### config.mk
export PLATFORM = sky130hd
export DESIGN_NAME = muldiv_seq
export DESIGN_NICKNAME = d
export VERILOG_FILES = /design/src/rtl/muldiv_pkg.sv /design/src/rtl/alu.sv /design/src/rtl/muldiv_seq.sv
export SDC_FILE = /design/constraint.sdc
export NUM_CORES = 1
export LEC_CHECK = 0
export CORE_MARGIN = 2
export CORE_UTILIZATION = 40
export DETAILED_ROUTE_END_ITERATION = 16
export GPL_TIMING_DRIVEN = 1
export PLACE_DENSITY = 0.65
export SYNTH_ARGS = -nofsm -noshare
export SYNTH_HDL_FRONTEND = slang
export SYNTH_SLANG_ARGS = --single-unit
### constraint.sdc
create_clock -name clk -period 6.9 [get_ports clk]
set_input_delay 1.38 -clock clk [delete_from_list [all_inputs] [get_ports clk]]
set_output_delay 1.38 -clock clk [all_outputs]
set_load 0.05 [all_outputs]
### src/rtl/muldiv_pkg.sv
// Shared encodings for the iterative RV32M multiply/divide sequencer:
// funct3 op codes, FSM states, iteration count and alu function codes.
package muldiv_pkg;

  localparam logic [2:0] OP_MUL    = 3'd0;
  localparam logic [2:0] OP_MULH   = 3'd1;
  localparam logic [2:0] OP_MULHSU = 3'd2;
  localparam logic [2:0] OP_MULHU  = 3'd3;
  localparam logic [2:0] OP_DIV    = 3'd4;
  localparam logic [2:0] OP_DIVU   = 3'd5;
  localparam logic [2:0] OP_REM    = 3'd6;
  localparam logic [2:0] OP_REMU   = 3'd7;

  localparam int MULDIV_ITER = 32;
  localparam int CNT_W       = $clog2(MULDIV_ITER);

  localparam logic [3:0] FN_ADD = 4'h0;
  localparam logic [3:0] FN_SUB = 4'h8;

  typedef enum logic [2:0] {
    ST_IDLE,
    ST_PREP,
    ST_LOOP,
    ST_FIX,
    ST_DONE
  } state_t;

  function automatic logic op_a_signed(input logic [2:0] op);
    return op inside {OP_MULH, OP_MULHSU, OP_DIV, OP_REM};
  endfunction

  function automatic logic op_b_signed(input logic [2:0] op);
    return op inside {OP_MULH, OP_DIV, OP_REM};
  endfunction

  function automatic logic op_is_mulh(input logic [2:0] op);
    return op inside {OP_MULH, OP_MULHSU, OP_MULHU};
  endfunction

  function automatic logic op_is_div(input logic [2:0] op);
    return op inside {OP_DIV, OP_DIVU, OP_REM, OP_REMU};
  endfunction

  function automatic logic op_is_rem(input logic [2:0] op);
    return op inside {OP_REM, OP_REMU};
  endfunction

endpackage

### src/rtl/alu.sv
// Execute-stage 32-bit integer alu; fn[3] selects the subtract / arithmetic
// variant of the add and shift-right functions.
module alu (
  input  logic [3:0]  fn,
  input  logic [31:0] x,
  input  logic [31:0] y,
  output logic [31:0] result,
  output logic        zero
);

  always_comb begin
    result = '0;
    case (fn)
      4'h0:    result = x + y;
      4'h8:    result = x - y;
      4'h1:    result = x << y[4:0];
      4'h2:    result = {31'b0, ($signed(x) < $signed(y))};
      4'h3:    result = {31'b0, (x < y)};
      4'h4:    result = x ^ y;
      4'h5:    result = x >> y[4:0];
      4'hd:    result = $signed(x) >>> y[4:0];
      4'h6:    result = x | y;
      4'h7:    result = x & y;
      default: result = '0;
    endcase
  end

  assign zero = (result == '0);

endmodule

### src/rtl/muldiv_seq.sv
// Iterative RV32M multiply/divide sequencer sharing one alu for every add/subtract.
// Define MULDIV_DIV_EN to build the divide/remainder datapath; otherwise ops 4-7 return rsp_err.
module muldiv_seq
  import muldiv_pkg::*;
#(
  parameter int XLEN = 32
) (
  input  logic            clk,
  input  logic            rst_n,
  input  logic            req_valid,
  output logic            req_ready,
  input  logic [2:0]      req_op,
  input  logic [XLEN-1:0] req_a,
  input  logic [XLEN-1:0] req_b,
  output logic            rsp_valid,
  input  logic            rsp_ready,
  output logic [XLEN-1:0] rsp_data,
  output logic            rsp_err
);

  state_t           state;
  logic [2:0]       op;
  logic [XLEN-1:0]  a_val;
  logic [XLEN-1:0]  b_val;
  logic             a_neg;
  logic             b_neg;
  logic [XLEN-1:0]  hi;
  logic [XLEN-1:0]  lo;
  logic [CNT_W-1:0] cnt;

  logic [3:0]       alu_fn;
  logic [XLEN-1:0]  alu_x;
  logic [XLEN-1:0]  alu_y;
  logic [XLEN-1:0]  alu_res;
  logic             unused_zero;

  alu u_alu (
    .fn     (alu_fn),
    .x      (alu_x),
    .y      (alu_y),
    .result (alu_res),
    .zero   (unused_zero)
  );

`ifdef MULDIV_DIV_EN
  logic [XLEN-1:0] div_shift;
  logic            div_borrow;
  logic            div_zero;
  logic            div_ovf;

  // Remainder is {hi, lo[31]} shifted left; hi[31] acts as the 33rd bit.
  assign div_shift  = {hi[XLEN-2:0], lo[XLEN-1]};
  assign div_borrow = !hi[XLEN-1] && (div_shift < b_val);
  assign div_zero   = (b_val == '0);
  // a_val still holds the raw dividend during PREP.
  assign div_ovf    = (op == OP_DIV || op == OP_REM) && b_neg && (b_val == XLEN'(1))
                      && (a_val == {1'b1, {(XLEN-1){1'b0}}});
`endif

  always_comb begin
    alu_fn = FN_ADD;
    alu_x  = '0;
    alu_y  = '0;
    case (state)
      ST_IDLE: begin
        alu_fn = FN_SUB;
        alu_y  = req_b;
      end
      ST_PREP: begin
        alu_fn = FN_SUB;
        alu_y  = a_val;
      end
      ST_LOOP: begin
`ifdef MULDIV_DIV_EN
        if (op_is_div(op)) begin
          alu_fn = FN_SUB;
          alu_x  = div_shift;
          alu_y  = b_val;
        end else
`endif
        begin
          alu_fn = FN_ADD;
          alu_x  = hi;
          alu_y  = a_val;
        end
      end
      ST_FIX: begin
        alu_fn = FN_SUB;
        alu_y  = (op_is_mulh(op) || op_is_rem(op)) ? hi : lo;
      end
      default: ;
    endcase
  end

  logic            mul_carry;
  logic [XLEN-1:0] mul_hi_next;
  logic [XLEN-1:0] mul_lo_next;

  always_comb begin
    mul_carry   = 1'b0;
    mul_hi_next = {1'b0, hi[XLEN-1:1]};
    mul_lo_next = {hi[0], lo[XLEN-1:1]};
    if (lo[0]) begin
      mul_carry   = (alu_res < a_val);
      mul_hi_next = {mul_carry, alu_res[XLEN-1:1]};
      mul_lo_next = {alu_res[0], lo[XLEN-1:1]};
    end
  end

  // Negate only the selected word; the high word of a negated 64-bit product
  // takes the borrow from the low word, so it is ~hi unless lo is zero.
  logic            res_neg;
  logic [XLEN-1:0] fix_result;

  always_comb begin
    res_neg    = a_neg ^ b_neg;
    fix_result = lo;
    if (op == OP_MUL) begin
      fix_result = res_neg ? alu_res : lo;
    end else if (op_is_mulh(op)) begin
      fix_result = !res_neg ? hi : ((lo == '0) ? alu_res : ~hi);
    end
`ifdef MULDIV_DIV_EN
    else if (op_is_rem(op)) begin
      fix_result = a_neg ? alu_res : hi;
    end else begin
      fix_result = res_neg ? alu_res : lo;
    end
`endif
  end

`ifdef MULDIV_DIV_EN
  assign rsp_err = 1'b0;
`else
  logic err;
  assign rsp_err = err;
`endif

  always_ff @(posedge clk or negedge rst_n) begin
    if (!rst_n) begin
      state     <= ST_IDLE;
      req_ready <= 1'b1;
      rsp_valid <= 1'b0;
      rsp_data  <= '0;
      op        <= OP_MUL;
      a_val     <= '0;
      b_val     <= '0;
      a_neg     <= 1'b0;
      b_neg     <= 1'b0;
      hi        <= '0;
      lo        <= '0;
      cnt       <= '0;
`ifndef MULDIV_DIV_EN
      err       <= 1'b0;
`endif
    end else begin
      case (state)
        ST_IDLE: begin
          if (req_valid && req_ready) begin
            op        <= req_op;
            a_val     <= req_a;
            a_neg     <= op_a_signed(req_op) && req_a[XLEN-1];
            b_neg     <= op_b_signed(req_op) && req_b[XLEN-1];
            b_val     <= (op_b_signed(req_op) && req_b[XLEN-1]) ? alu_res : req_b;
            req_ready <= 1'b0;
            state     <= ST_PREP;
          end
        end
        ST_PREP: begin
          if (a_neg) begin
            a_val <= alu_res;
          end
          hi    <= '0;
          lo    <= op_is_div(op) ? (a_neg ? alu_res : a_val) : b_val;
          cnt   <= CNT_W'(MULDIV_ITER - 1);
          state <= ST_LOOP;
`ifdef MULDIV_DIV_EN
          if (op_is_div(op) && (div_zero || div_ovf)) begin
            state     <= ST_DONE;
            rsp_valid <= 1'b1;
            if (div_zero) begin
              rsp_data <= op_is_rem(op) ? a_val : '1;
            end else begin
              rsp_data <= op_is_rem(op) ? '0 : {1'b1, {(XLEN-1){1'b0}}};
            end
          end
`else
          err <= 1'b0;
          if (op_is_div(op)) begin
            state     <= ST_DONE;
            rsp_valid <= 1'b1;
            rsp_data  <= '0;
            err       <= 1'b1;
          end
`endif
        end
        ST_LOOP: begin
`ifdef MULDIV_DIV_EN
          if (op_is_div(op)) begin
            hi <= div_borrow ? div_shift : alu_res;
            lo <= {lo[XLEN-2:0], !div_borrow};
          end else
`endif
          begin
            hi <= mul_hi_next;
            lo <= mul_lo_next;
          end
          if (cnt == '0) begin
            state <= ST_FIX;
          end else begin
            cnt <= cnt - CNT_W'(1);
          end
        end
        ST_FIX: begin
          rsp_data  <= fix_result;
          rsp_valid <= 1'b1;
          state     <= ST_DONE;
        end
        ST_DONE: begin
          if (rsp_ready) begin
            rsp_valid <= 1'b0;
            req_ready <= 1'b1;
            state     <= ST_IDLE;
          end
        end
        default: begin
          state     <= ST_IDLE;
          req_ready <= 1'b1;
          rsp_valid <= 1'b0;
        end
      endcase
    end
  end

endmodule

Word-level counts from Yosys, hierarchy flattened. Cells that the tools add are included.

Register bits after elaboration: 176. Input bits: 71. Output and inout port bits: 35. Logic and storage cells: 121.

Add/sub/neg operators: 3. $lt $le $gt $ge: 3. Eq/ne operators: 29. Shift-type cells: 3. Multiplexer cells: 35. Bitwise logic cells: 7. Reductions and logical operators: 28.

Operators by type and width (count): $mux 32 (14); $pmux 32 s10 (1); $pmux 32 s2 (4); $lt 32x32->1 (3); $pmux 32 s3 (1); $add 32x32->32 (1); $and 32x32->32 (1); $logic_not 32->1 (1); $not 32->32 (1); $or 32x32->32 (1); $shl 32x5->32 (1); $shr 32x5->32 (1); $sshr 32x5->32 (1); $sub 32x32->32 (1); $xor 32x32->32 (1); $eq 3x3->1 const B (7); $eq 4x3->1 const B (4); $eq 3x2->1 const B (5); $pmux 3 s5 (1); $mux 3 (4); $ne 2x2->1 const B (5); $pmux 5 s2 (1); $eq 3x1->1 const B (3); $reduce_and 3->1 (3); other kinds (22) (42).

Longest topological paths before layout. Gate-level depths: netlist of run 1.

Depth after elaboration: 12. Depth in mapped cells: 33. Mapped depth without buffers: 29.

By module. From an unflattened synthesis of run 1, not the netlist that was laid out.

Cells, all modules: 2650. Area, all modules: 20925.1 um^2.

Modules (own cells, without submodules): muldiv_seq (times used 1, cells an instance 1262, area each 11502.3 um^2, seq. area each 4405.5 um^2); alu (times used 1, cells an instance 1388, area each 9422.8 um^2, seq. area each 0.0 um^2).

Worst setup path after synthesis of run 1. OpenSTA, ideal clock, no wires.

Path type: in2reg. Start: in req_b[7]. End: reg hi[31]. Library setup time: 0.110 ns. Arrival: 6.194 ns. Data required time: 6.790 ns. Slack: 0.596 ns. Cell stages on the path: 25. Path buffers: 1. Path through: nor2b_1 > a211oi_1 > a211oi_1 > a211oi_4 > nand3_2 > nor4_4 > nand2b_1 > or2_2 > nand2_1 > xnor2_1 > ha_1 > clkbuf_1 > o21ai_0 > o21bai_1 > nor2_1 > o2bb2ai_1 > a31oi_1 > a221oi_1 > o21ai_0 > xnor2_1 > ha_1 > a211oi_1 > o21ai_0 > a211o_1 > o41ai_1.

Word-level cells in the longest chain between the ends: 6. Elaborated cells between the ends (all ways): 12. Those cells by class: 2 x add/sub; 3 x order compare; 4 x mux; 3 x bitwise.

RTL lines: start, declared (line muldiv_seq.sv:14) `input logic [XLEN-1:0] req_b,`; $pmux 32 s3 * (line muldiv_seq.sv:64) `case (state)`; $sub 32x32->32 (tied with other cells) (line alu.sv:15) `4'h8: result = x - y;`; $pmux 32 s10 * (line alu.sv:13) `case (fn)`; $lt 32x32->1 * (line muldiv_seq.sv:104) `mul_carry = (alu_res < a_val);`; $mux 32 * (line muldiv_seq.sv:103) `if (lo[0]) begin`; $pmux 32 s2 * (line muldiv_seq.sv:157) `case (state)`; end signal, assigned (line muldiv_seq.sv:205) `hi <= mul_hi_next;`; end, declared (line muldiv_seq.sv:27) `logic [XLEN-1:0] hi;`.

Mark *: on every way between the ends. The rest lies on a longest branch, timed or not. A chain may end at the register's enable or synchronous reset.

Worst setup path in the final report of run 1.
Start: in req_b[6]. End: reg hi[31].

Same word-level chain as after synthesis.

==> results_dict.tcl, run 1 <==
set metrics [dict create \
    status "finished, final reports clean" \
    worst_hold_path.num_cells 1 \
    synth_ff_type "dfrtp_1" \
    post-route-cell-area_sq_um 16500 \
    cp.depth 25 \
    grt_first_pass_wirelength_um 79900 \
    placed_area_sq_um 15900 \
    holdPathEnd "rsp_data[7]" \
    postSynthAreaPerCell_sq_um 8.17 \
    crit_slowest_cell "clkdlybuf4s50_1" \
    first_pass_iters 6 \
    cp_num_buf_inv 1 \
    ant_nets 0 \
    vias 14100 \
    crit_fanout 3 \
    fillers 3247 \
    num_io_pins 106 \
    routabilityCongestion 1.03 \
    drt-wirelength-per-cell_um 22.7 \
    gr-total-overflow 0 \
    synth.top_cell.area_share_pct 31.9 \
    clockBufferDepth 2 \
    ys_seq_area_share_pct 32.0 \
    cts_tree "done" \
    hpwl_um 36800 \
    h-tree-depth 4 \
    wirelength_um 51700 \
    grt_pass1_vias 13600 \
    grt_max_degree 61 \
    drt-initial-drc-count 1475 \
    numCtsBuffers 17 \
    netlist_area_sq_um 13700 \
    synth_nets 1818 \
    synthesis.instances 1683 \
    reg2reg_to "hi[31]" \
    die_width_um 189 \
    clkTransAtPathRegs_ps 80 \
    max_freq_mhz 154 \
    ys_types 73 \
    clock_latency_ps 470 \
    dp.cells 2248 \
    track_usage_pct 28.9 \
    min_period_ps 6510 \
    crit_path_end_kind "flip-flop" \
    cts_sinks 176 \
    yosys.area.top_type "dfrtp_1" \
    maxSlewViolCount 0 \
    dieHeight_um 189 \
    async_flop_share_pct 100 \
    synth_warnings 0 \
    required_ps 7260 \
    drive_gt1_share_pct 11.1 \
    setup_viol 0 \
    num_rows 67 \
    crit_type "input pin to flip-flop" \
    die-area_sq_um 35900 \
    synth-edff-count 0 \
    fin_skew_ps 13.0 \
    syn_to_final_growth_pct 20.0 \
    start_kind "input pin" \
    cts_hold_buf 0 \
    start_util_pct 40.8 \
    drcViolationCount 0 \
    fin_nets 1955 \
    ys_seq_elements 176 \
    r2r_setup_slack_ps 550 \
    hold_viol_final 0 \
    hp-class "flip-flop to flip-flop" \
    tightest_slew_ps 1120 \
    drv_cap 0 \
    crit_family "compound AO/OA/AOI/OAI gates" \
    core_sq_um 33700 \
    reg2reg_depth 25 \
    fin_crit_sh_pct 94.3 \
    synth.top_cells.by_area "dfrtp_1, mux2i_1, o21ai_0" \
    routed_via_density 6.17 \
    stdcell_count 2282 \
    arrival_ps 6870 \
    r2r_start "op[2]" \
    max_stage_delay_ps 430 \
    root_buffer "clkbuf_16" \
    relSlewSlack_pct 25.4 \
    portBuffers 105 \
    antenna_found_initial 1 \
    hp-start "rsp_data[7]" \
]
==> what timing repair did <==
action,in CTS,in global routing
gates resized for setup,0,11
buffers inserted,0,1
endpoints found under the setup margin,0,1
==> per-layer routing <==
layer	track usage (%)	up-vias	wire length, um
met4	13.9	0	2470
met1	38.2	6842	21900
met5	0	-	0
met2	45.5	694	23200
li1	-	6411	-
met3	5.36	136	4140
==> worst max path at each step <==
stage                   from      to
floorplan           req_b[7]  hi[31]
global placement    req_b[7]  hi[31]
detailed placement  req_b[7]  hi[31]
CTS                 req_b[7]  hi[31]
global route        req_b[1]  hi[31]
finish              req_b[6]  hi[31]
==> synth_stat cells, types with 7 or more instances <==
master	n
buf_1	14
a22oi_1	9
xor2_1	25
o22a_1	18
a21oi_1	131
clkbuf_1	84
a21o_1	23
ha_1	63
buf_2	7
nand3_1	30
a211oi_1	15
nand2_1	171
xnor2_1	32
nor3_1	19
a31oi_1	30
dfrtp_1	175
a22o_1	27
and3_1	44
o21bai_1	8
o21ai_0	162
a21boi_0	7
mux2i_1	135
o21a_1	7
nor2b_1	10
or2_2	7
inv_1	59
nand2b_1	14
o211ai_1	7
o22ai_1	26
nand4_1	10
nor2_1	180
nor4_1	7
o221ai_1	39
==> area by class of cell <==
cell class	count	area, sq um	area share, %
diodes	1	2.50	0.0152
clock inverters	15	141	0.857
repair buffers	232	2010	12.2
flip-flops and latches	176	4410	26.7
multi-input cells	1333	8720	52.9
inverters	60	225	1.37
clock buffers	17	425	2.58
well taps	448	561	3.40
==> placed cells by master (no fill, tap or decap), types with 8 or more instances in the layout <==
master | synthesis | final
xor2_1 | 25 | 24
nor2b_1 | 10 | 10
nand4_1 | 10 | 10
o221ai_1 | 39 | 39
clkdlybuf4s50_1 | 0 | 104
a21oi_1 | 131 | 130
and3_1 | 44 | 44
o22ai_1 | 26 | 25
nand3_1 | 30 | 29
nand2b_1 | 14 | 13
ha_1 | 63 | 63
clkbuf_16 | 0 | 17
nor2_1 | 180 | 177
a21o_1 | 23 | 23
a22oi_1 | 9 | 9
a22o_1 | 27 | 27
inv_1 | 59 | 59
a211oi_1 | 15 | 13
o22a_1 | 18 | 18
nand2_1 | 171 | 171
o21bai_1 | 8 | 8
o21ai_0 | 162 | 157
buf_4 | 5 | 127
mux2i_1 | 135 | 135
nor3_1 | 19 | 19
dfrtp_1 | 175 | 171
a31oi_1 | 30 | 30
xnor2_1 | 32 | 32
==> through the flow <==
stage          setup TNS [ps]  hold slack [ps]  setup slack (ps)  utilization [%]
2_1_floorplan               0              450               596                -
3_3_place_gp            -30.4              459             -30.4             47.1
3_5_place_dp             -278              467              -278             47.1
4_1_cts                     0              485               154             48.8
5_1_grt                 -3.00              502             -3.00             48.9
6_report                    0              479               391             48.9
==> cells by family after synthesis <==
kind of cell / Yosys count / share of synthesized area (%)
and+or+nand+nor: 514 / 16.8
AOI/OAI and AO/OA: 555 / 25.8
muxes: 142 / 10.5
DFF: 176 / 32.0
buffers and inverters: 174 / 5.12
adders and majority gates: 64 / 5.88
xor gates and xnor gates: 58 / 3.83
==> sequential cells by signal, summed over array words and instances, names as in the netlist <==
name,cells
cnt,5
a_neg,1
hi,32
lo,32
op,3
b_neg,1
req_ready,1
b_val,32
rsp_valid,1
rsp_err,1
rsp_data,32
a_val,32
state,3
Power of run 1 is not shown: default switching activity piles up to over one toggle a cycle in this logic, so the estimate is an artifact.
==> run 2, diff against run 1 <==
Settings changed: ABC_CLOCK_PERIOD_IN_PS from default to 6800, TNS_END_PERCENT from default to 1.
Clock period 6.9 ns to 6.8 ns, I/O delays scaled along.
==> run 2 against run 1 <==
  * Setup slack worse by 140 ps
  * Flip-flop and latch count unchanged
  * Sequential share of layout area decreased by 0.71 points
  * Core utilization up 1.3 points
  * Clock skew rose by 1.9 ps
  * Highest routed layer unchanged
  * Wire length is 1.6% higher
  * Hold slack lost 1.5 ps
  * Via count increased by 0.32%
  * Global-route usage grew 0.27 points
  * Non-clock buffer count increased by 32
==> results_dict.tcl, run 2 (synthesis results as in run 1) <==
set metrics [dict create \
    wl_met2_um 24500 \
    fin_skew_ps 14.9 \
    whs_ps 477 \
    track_usage_pct 29.1 \
    maxSlewViolCount 0 \
    fin_crit_sh_pct 96.3 \
    min_period_ps 6550 \
    die_width_um 189 \
    wl_met1_um 22200 \
    portBuffers 105 \
    status "finished, final reports clean" \
    setup_viol 0 \
    layout_setup_ws_ps 255 \
    h-tree-depth 4 \
    drv_cap 0 \
    hold_viol_final 0 \
    hpwl_um 37000 \
    crit_type "input pin to flip-flop" \
    ant_nets 0 \
    drt-initial-drc-count 1335 \
    final_util_pct 50.3 \
    final_cell_mix "nor2_1, nand2_1, dfrtp_1" \
    max_freq_mhz 153 \
    required_ps 7130 \
    clkTransAtPathRegs_ps 80 \
    worst_hold_path.num_cells 1 \
    reg2reg_depth 26 \
    cts_sinks 176 \
    drcViolationCount 0 \
    tns_ps 0 \
    drive_gt1_share_pct 14.0 \
    cts_hold_buf 0 \
    relSlewSlack_pct 23.8 \
    met3_length_um 4060 \
    crit_path_end_kind "flip-flop" \
    tightest_slew_ps 1140 \
    fin_nets 1987 \
    clockBufferDepth 2 \
    crit_slowest_cell "clkdlybuf4s50_1" \
    dr.max_layer_used "met4" \
    antenna_found_initial 0 \
    seqCellArea_sq_um 4410 \
    start_kind "input pin" \
    max_stage_delay_ps 440 \
    routabilityCongestion 0.961 \
    grt_pass1_vias 13700 \
    clock_latency_ps 460 \
    layout_commonest_cell "nor2_1" \
    arrival_ps 6880 \
    routed_via_density 6.11 \
    hp-class "flip-flop to flip-flop" \
    drt-wirelength-per-cell_um 22.7 \
    dieHeight_um 189 \
    multi_input_area_sq_um 8830 \
    wirelength_um 52500 \
    numCtsBuffers 17 \
    core_sq_um 33700 \
    cts_tree "done" \
    preCtsSetupSlack_ps -359 \
    fillers 3261 \
    num_rows 67 \
    start_util_pct 40.8 \
    grt_max_degree 65 \
    num_io_pins 106 \
    critPathMostFrequentCell "buf_4" \
    gr-total-overflow 0 \
    first_pass_iters 6 \
    die-area_sq_um 35900 \
    grt_first_pass_wirelength_um 80800 \
    syn_to_final_growth_pct 23.2 \
    root_buffer "clkbuf_16" \
    vias 14100 \
    crit_fanout 4 \
]
-- run 2: cell count changes in the layout (fill, tap and decap cells not counted), moves of 5 or more --
cell | previous run | this run
buf_4 | 127 | 158
a211oi_1 | 13 | 8
a211oi_2 | 2 | 7
a21oi_1 | 130 | 125
a21oi_2 | 1 | 6
inv_6 | 3 | 8
inv_8 | 6 | 1
-- run 2: critical path: cells and delay by family --
family                   cells  cell delay [ps]
AO/OA/AOI/OAI               13             2710
XOR/XNOR                     2              380
adder cells (fa/ha/maj)      2              600
buffers and inverters        6             1230
AND/OR/NAND/NOR              4              580
-- run 2: through the flow --
| stage | std cells | cell area, sq um |
|---|---|---|
| 3_5_place_dp | 2272 | 16100 |
| 2_1_floorplan | 1683 | 13700 |
| 3_3_place_gp | 2272 | 16100 |
| 5_1_grt | 2313 | 16900 |
| 4_1_cts | 2304 | 16700 |
| 6_report | 2314 | 16900 |
-- run 2: path summary, 6_finish.rpt --
check	from	end	slack (ps)
setup / recovery	req_b[4]	hi[31]	250
hold / removal	rsp_data[8]	rsp_data[8]	480
setup reg to reg	state[1]	hi[31]	540
hold reg to reg	rsp_data[8]	rsp_data[8]	480
max in group asynchronous	rst_n	hi[9]	4700
min in group asynchronous	rst_n	b_val[26]	870
-- run 2: layout make-up --
type                    instances  share of cell area [%]
flip-flops and latches        176                    26.0
clock buffers                  17                    2.51
diodes                          1                  0.0148
repair buffers                264                    13.3
multi-input cells            1333                    52.2
inverters                      60                    1.33
well taps                     448                    3.31
clock inverters                15                    1.28
-- run 2: layer usage --
layer,up-vias,global-route usage [%]
li1,6481,-
met1,6872,38.9
met2,662,47.2
met3,113,5.06
met4,0,11.0
met5,-,0
-- run 2: repair_timing --
| item | CTS | global route |
|---|---|---|
| pin swaps | 0 | 14 |
| resized for setup | 1 | 42 |
| buffers inserted | 0 | 9 |
| endpoints found under the setup margin | 1 | 1 |
Power of run 2 is left out for the same reason.
==> run 3, diff against run 2 <==
Settings changed: CAP_MARGIN from default to 20, CTS_BUF_LIST from default to sky130_fd_sc_hd__clkbuf_16.
==> results of run 3 <==
Final layout, timing and power as in run 2 (identical DEF).
Power of run 3 is left out for the same reason.
